===== config.mk =====
export PLATFORM = sky130hd
export DESIGN_NAME = uart_rx_deframer
export DESIGN_NICKNAME = d
export VERILOG_FILES = /design/src/rtl/uart_rx_deframer_pkg.sv /design/src/rtl/uart_rx_deframer.sv
export SDC_FILE = /design/constraint.sdc
export NUM_CORES = 1
export LEC_CHECK = 0
export CAP_MARGIN = 0
export CORE_MARGIN = 4
export CORE_UTILIZATION = 38
export DETAILED_ROUTE_END_ITERATION = 8
export MAX_ROUTING_LAYER = met4
export PLACE_DENSITY = 0.52
export SLEW_MARGIN = 40
export SYNTH_ARGS = -nofsm -noshare
export SYNTH_HDL_FRONTEND = slang
export SYNTH_SLANG_ARGS = --single-unit

===== constraint.sdc =====
create_clock -name i_clk -period 3.42 [get_ports i_clk]
set_input_delay 0.684 -clock i_clk [delete_from_list [all_inputs] [get_ports i_clk]]
set_output_delay 0.684 -clock i_clk [all_outputs]
set_load 0.01 [all_outputs]

===== src/rtl/uart_rx_deframer_pkg.sv =====
// Shared UART framing definitions: receiver state encoding, bit-timing helpers
// and frame constants reused by the matching transmitter.
package uart_rx_deframer_pkg;

   typedef enum logic [2:0] {
      ST_IDLE  = 3'd0,
      ST_START = 3'd1,
      ST_DATA  = 3'd2,
      ST_STOP  = 3'd3,
      ST_BREAK = 3'd4
   } rx_state_e;

   localparam int unsigned DEF_DATA_BITS = 8;
   localparam int unsigned MIN_DATA_BITS = 5;
   localparam int unsigned MAX_DATA_BITS = 9;
   localparam int unsigned MIN_CPB       = 4;
   localparam logic        LINE_IDLE     = 1'b1;

   // Clock cycles per serial bit (integer divide).
   function automatic int unsigned calc_cpb(input int unsigned clk_freq,
                                            input int unsigned baud);
      return clk_freq / baud;
   endfunction

   // Offset from the start edge to the middle of the start bit.
   function automatic int unsigned calc_half(input int unsigned cpb);
      return cpb / 2;
   endfunction

endpackage


===== src/rtl/uart_rx_deframer.sv =====
// Serial receive deframer: recovers start/data/stop frames from a filtered,
// synchronised idle-high line and strobes each good word or framing error.
module uart_rx_deframer
   import uart_rx_deframer_pkg::*;
#(
   parameter int unsigned CLK_FREQ  = 50_000_000,
   parameter int unsigned BAUD      = 115_200,
   parameter int unsigned DATA_BITS = DEF_DATA_BITS
) (
   input  logic                 i_clk,
   input  logic                 i_rst_n,
   input  logic                 i_rx,
   output logic [DATA_BITS-1:0] o_data,
   output logic                 o_valid,
   output logic                 o_frame_err,
   output logic                 o_busy
);

   localparam int unsigned CPB   = calc_cpb(CLK_FREQ, BAUD);
   localparam int unsigned HALF  = calc_half(CPB);
   localparam int unsigned CNT_W = $clog2(CPB);
   localparam int unsigned IDX_W = $clog2(DATA_BITS + 1);

   if (CPB < MIN_CPB) begin : g_cpb_check
      $error("uart_rx_deframer: CLK_FREQ/BAUD must be at least 4");
   end
   if (DATA_BITS < MIN_DATA_BITS || DATA_BITS > MAX_DATA_BITS) begin : g_bits_check
      $error("uart_rx_deframer: DATA_BITS must be within 5..9");
   end

   rx_state_e            state_q, state_d;
   logic [CNT_W-1:0]     cnt_q, cnt_d;
   logic [IDX_W-1:0]     idx_q, idx_d;
   logic [DATA_BITS-1:0] shreg_q, shreg_d;
   logic [DATA_BITS-1:0] data_q, data_d;
   logic                 valid_q, valid_d;
   logic                 ferr_q, ferr_d;
   logic                 busy_q, busy_d;

   // State register and registered outputs.
   always_ff @(posedge i_clk or negedge i_rst_n) begin
      if (!i_rst_n) begin
         state_q <= ST_IDLE;
         cnt_q   <= '0;
         idx_q   <= '0;
         shreg_q <= '0;
         data_q  <= '0;
         valid_q <= 1'b0;
         ferr_q  <= 1'b0;
         busy_q  <= 1'b0;
      end else begin
         state_q <= state_d;
         cnt_q   <= cnt_d;
         idx_q   <= idx_d;
         shreg_q <= shreg_d;
         data_q  <= data_d;
         valid_q <= valid_d;
         ferr_q  <= ferr_d;
         busy_q  <= busy_d;
      end
   end

   // Next-state logic; every counting state clears its counter at terminal count.
   always_comb begin
      state_d = state_q;
      cnt_d   = cnt_q;
      idx_d   = idx_q;
      shreg_d = shreg_q;
      data_d  = data_q;
      valid_d = 1'b0;
      ferr_d  = 1'b0;

      unique case (state_q)
         ST_IDLE: begin
            if (i_rx != LINE_IDLE) begin
               state_d = ST_START;
               cnt_d   = '0;
            end
         end
         ST_START: begin
            if (cnt_q == CNT_W'(HALF - 1)) begin
               cnt_d = '0;
               if (i_rx != LINE_IDLE) begin
                  state_d = ST_DATA;
                  idx_d   = '0;
               end else begin
                  state_d = ST_IDLE;
               end
            end else begin
               cnt_d = cnt_q + CNT_W'(1);
            end
         end
         ST_DATA: begin
            if (cnt_q == CNT_W'(CPB - 1)) begin
               cnt_d = '0;
               for (int unsigned b = 0; b < DATA_BITS; b++) begin
                  if (idx_q == IDX_W'(b)) shreg_d[b] = i_rx;
               end
               if (idx_q == IDX_W'(DATA_BITS - 1)) begin
                  state_d = ST_STOP;
               end else begin
                  idx_d = idx_q + IDX_W'(1);
               end
            end else begin
               cnt_d = cnt_q + CNT_W'(1);
            end
         end
         ST_STOP: begin
            if (cnt_q == CNT_W'(CPB - 1)) begin
               cnt_d = '0;
               if (i_rx == LINE_IDLE) begin
                  data_d  = shreg_q;
                  valid_d = 1'b1;
                  state_d = ST_IDLE;
               end else begin
                  ferr_d  = 1'b1;
                  state_d = ST_BREAK;
               end
            end else begin
               cnt_d = cnt_q + CNT_W'(1);
            end
         end
         ST_BREAK: begin
            // A held-low line stays here so it cannot produce repeated errors.
            if (i_rx == LINE_IDLE) state_d = ST_IDLE;
         end
         default: begin
            state_d = ST_IDLE;
            cnt_d   = '0;
         end
      endcase

      busy_d = (state_d != ST_IDLE);
   end

   assign o_data      = data_q;
   assign o_valid     = valid_q;
   assign o_frame_err = ferr_q;
   assign o_busy      = busy_q;

endmodule


==> out/summary.md <==
• result of the run: finished, final reports clean
• Adder-Cell Fraction of Synth Area: 0.0477
• Compound-Gate Fraction of Synth Area: 0.110
• share of synthesized registers carrying an async set or reset: 1.00
• beginning of the worst register-to-register path: cnt_q[0]
• Clock Skews: 8.45 ps
• Total Routing Usage GR: 0.131
• number of buffers added for setup after CTS: 0
• Yosys top cell area share: 0.477
• Register-to-Register Path Depth: 6
• worst vdd ir: 0.249 mV
• Worst Path Max Fanout: 16
• FMAX: 0.456 GHz
• Cells after Synth: 172
• leading cell types by total area after synthesis: sky130_fd_sc_hd__dfrtp_1 (48%), sky130_fd_sc_hd__mux2_2 (9.8%), sky130_fd_sc_hd__nand2_1 (5.1%)
• critical path launch point type: input port
• maxcap violations: 0
• number of standard-cell rows in the floorplan: 25
• Tcrit/Tclk final: 0.641
• boundary pin count: 14
• PD cells: 505 nW/um^2
• Die Ht: 77.5 microns
• portion of the post-synthesis area used by sequential elements: 0.477
• via count of the first global-routing pass: 1236
• RSZ-0062 raised after global routing: no
• Routed wire per std cell: 14.6 microns
• Hold Path Class: flip-flop to flip-flop
• post-route DRC violation count: 0
• number of synthesized flops with an enable pin: 0
• Worst-Skew Late Latency: 280 ps
• setup-violating endpoint count in the final report: 0
• total area of multi-input combinational cells: 897 sq um
• number of antenna violations at the first check in global routing: 0
• power consumption: 1.06 mW
• number of CTS-inserted buffers: 5
• CTS tree: done
• count of port buffers added during placement: 13
• Critical Setup Path Class: input port to flip-flop
• post-synth cell types: 46
• Worst Hold Launch: shreg_q[2]
• # diodes: 0
• synthesized area divided by synthesized cell count: 10.7 sq um
• number of fill cells: 458
• simple-gate share of the synthesized area: 0.198
• Floorplan Core Area: 4690 sq um
• estimated wirelength of the detail-placed design: 2.49 mm
• endpoint required time on the critical path: 3570 ps
• Final nets: 198
• drt first-iter violations: 44
• Clock Sink Count: 35
• Detail Route Antenna Nets: 0
• depth of the CTS H-tree: 2
• DIE AREA: 6010 sq um
• worst max-slew margin expressed relative to the limit: 0.572
• Clk pin slew, worst setup/hold paths: 70 ps
• main combinational cell family by area after synthesis: simple AND/OR/NAND/NOR gates
• wirelength, routed: 3.53 mm
• register cell area after layout: 876 sq um
• area added between synthesis and finish: 14.5%
• Chip Width: 77.5 microns
• post-synthesis cell area: 1840 sq um
• Ys Warns: 0
• post-synthesis net count: 182
• first-pass GRT wire length: 6.04 mm
• initial core utilization: 0.391
• Final Hold Viols: 0
• WHS Path Cells: 1
• multiplexer share of the synthesized area: 0.109
• xor/xnor cell area share of the yosys netlist: 0.0238
• worst reg2reg endpoint: idx_q[1]
• GP Congestion: 0.864
• maximum clock path buffer count: 2
• Root Buffer Master: sky130_fd_sc_hd__clkbuf_8
• fraction of final layout cells sized beyond drive strength 1: 0.186
• most used flip-flop cell after synthesis: sky130_fd_sc_hd__dfrtp_1
• clock period minus final worst setup slack: 2190 ps
• count of final max-slew check failures: 0
• number of buffers inserted for hold repair after clock tree synthesis: 0
• Detailed Routing Iterations Pass 1: 4
• residual overflow from global routing: 0
• endpoint of the worst hold-timing path: o_data[2]
• number of storage elements in the synthesis netlist: 35
• final setup TNS: 0 ps
• pin count of the biggest net entering global routing: 36
• dominant cell type by area after synthesis: sky130_fd_sc_hd__dfrtp_1
• WP data arrival: 2350 ps
• vias after detailed routing: 1304
• leak pwr: 0.900 nW
• transition time at the pin with the least slew margin: 639 ps
• quantity of gates resized following cts: 0
• kind of end point of the critical path: flip-flop
• Via-to-Cell Ratio: 5.39
• reg-to-reg slack, setup: 1500 ps
==> cell usage after synthesis (2+ instances only) <==
master	instances
sky130_fd_sc_hd__and3_1	2
sky130_fd_sc_hd__clkbuf_1	4
sky130_fd_sc_hd__nor3_1	3
sky130_fd_sc_hd__nand2_1	25
sky130_fd_sc_hd__mux2i_1	2
sky130_fd_sc_hd__mux2_2	16
sky130_fd_sc_hd__xnor2_1	4
sky130_fd_sc_hd__a31oi_1	2
sky130_fd_sc_hd__nor2_1	9
sky130_fd_sc_hd__a21oi_1	3
sky130_fd_sc_hd__nand2b_1	3
sky130_fd_sc_hd__nand3_1	4
sky130_fd_sc_hd__a21o_1	2
sky130_fd_sc_hd__and4_1	2
sky130_fd_sc_hd__inv_1	10
sky130_fd_sc_hd__dfrtp_1	35
sky130_fd_sc_hd__ha_1	7
sky130_fd_sc_hd__o21ai_0	11
==> through the flow <==
stage	instances	util	worst slack (ps)	cell area [sq um]	hold WS (ps)
after floorplan	172	-	1690	1840	388
after CTS	242	0.448	1230	2100	505
final	242	0.448	1230	2100	499
after detailed placement	235	0.430	914	2020	494
after global placement	235	0.430	952	2020	486
after global routing	242	0.448	1130	2100	513
==> power breakdown <==
group	switching, mW	leakage, nW	internal, mW
Combinational	0.144	0.414	0.104
Clock	0.146	0.0470	0.158
Sequential	0.0553	0.439	0.455
Total	0.345	0.900	0.717
==> cells in the final DEF (no fill, tap or decap), drive strengths merged, types with 2 or more instances in the layout <==
master         netlist  layout
o21ai               11      11
nor3                 3       3
and4                 2       2
nor4                 2       2
clkbuf               4       6
and3                 2       2
clkdlybuf4s50        0      13
a21o                 2       2
mux2i                2       2
a21oi                4       4
xnor2                4       4
a31oi                2       2
mux2                16      16
nor2                10      10
nand3                5       5
nand2b               3       3
nand2               25      25
dfrtp               35      35
ha                   7       7
inv                 10      10
==> worst max-delay path by stage <==
stage / startpoint / end / slack, ps / cells past startpoint
final: i_rx / cnt_q[6] / 1230 / 5
after global routing: i_rx / cnt_q[2] / 1130 / 5
after CTS: i_rx / cnt_q[6] / 1230 / 5
after detailed placement: i_rx / cnt_q[2] / 910 / 5
after global placement: i_rx / o_data[1] / 950 / 3
after floorplan: cnt_q[0] / idx_q[1] / 1690 / 6
==> flip-flops by register name, indices dropped and copies added, names as in the netlist <==
register and count:
shreg_q 8, state_q 3, cnt_q 9, o_data 8
o_busy 1, o_valid 1, o_frame_err 1, idx_q 4
==> critical path, stage by stage <==
cell                              delay [ps]
sky130_fd_sc_hd__clkdlybuf4s50_1         740
sky130_fd_sc_hd__or2_2                   460
sky130_fd_sc_hd__and2_1                  270
sky130_fd_sc_hd__nand2_1                 110
sky130_fd_sc_hd__o21ai_0                  80
==> routing by layer <==
metal / wire, microns / track usage / part of all wire
met5: 0 / - / 0
met4: 68 / 0.0498 / 0.019
met3: 119 / 0.0441 / 0.034
met2: 1670 / 0.199 / 0.47
met1: 1680 / 0.162 / 0.47
==> cell families after synthesis <==
family,Yosys count
AND/OR/NAND/NOR,63
adder cells (fa/ha/maj),7
flip-flops,35
buffers and inverters,15
XOR/XNOR,5
multiplexers,18
AO/OA/AOI/OAI,29
==> final cells by class <==
cell class | instances | share of cell area
Inverter | 10 | 0.0178
Clock inverter | 1 | 0.00238
Multi-Input combinational cell | 122 | 0.427
Timing Repair Buffer | 14 | 0.0654
Tap cell | 54 | 0.0321
Sequential cell | 35 | 0.416
Clock buffer | 6 | 0.0393
Note: power is estimated with default switching activity, not from simulation.
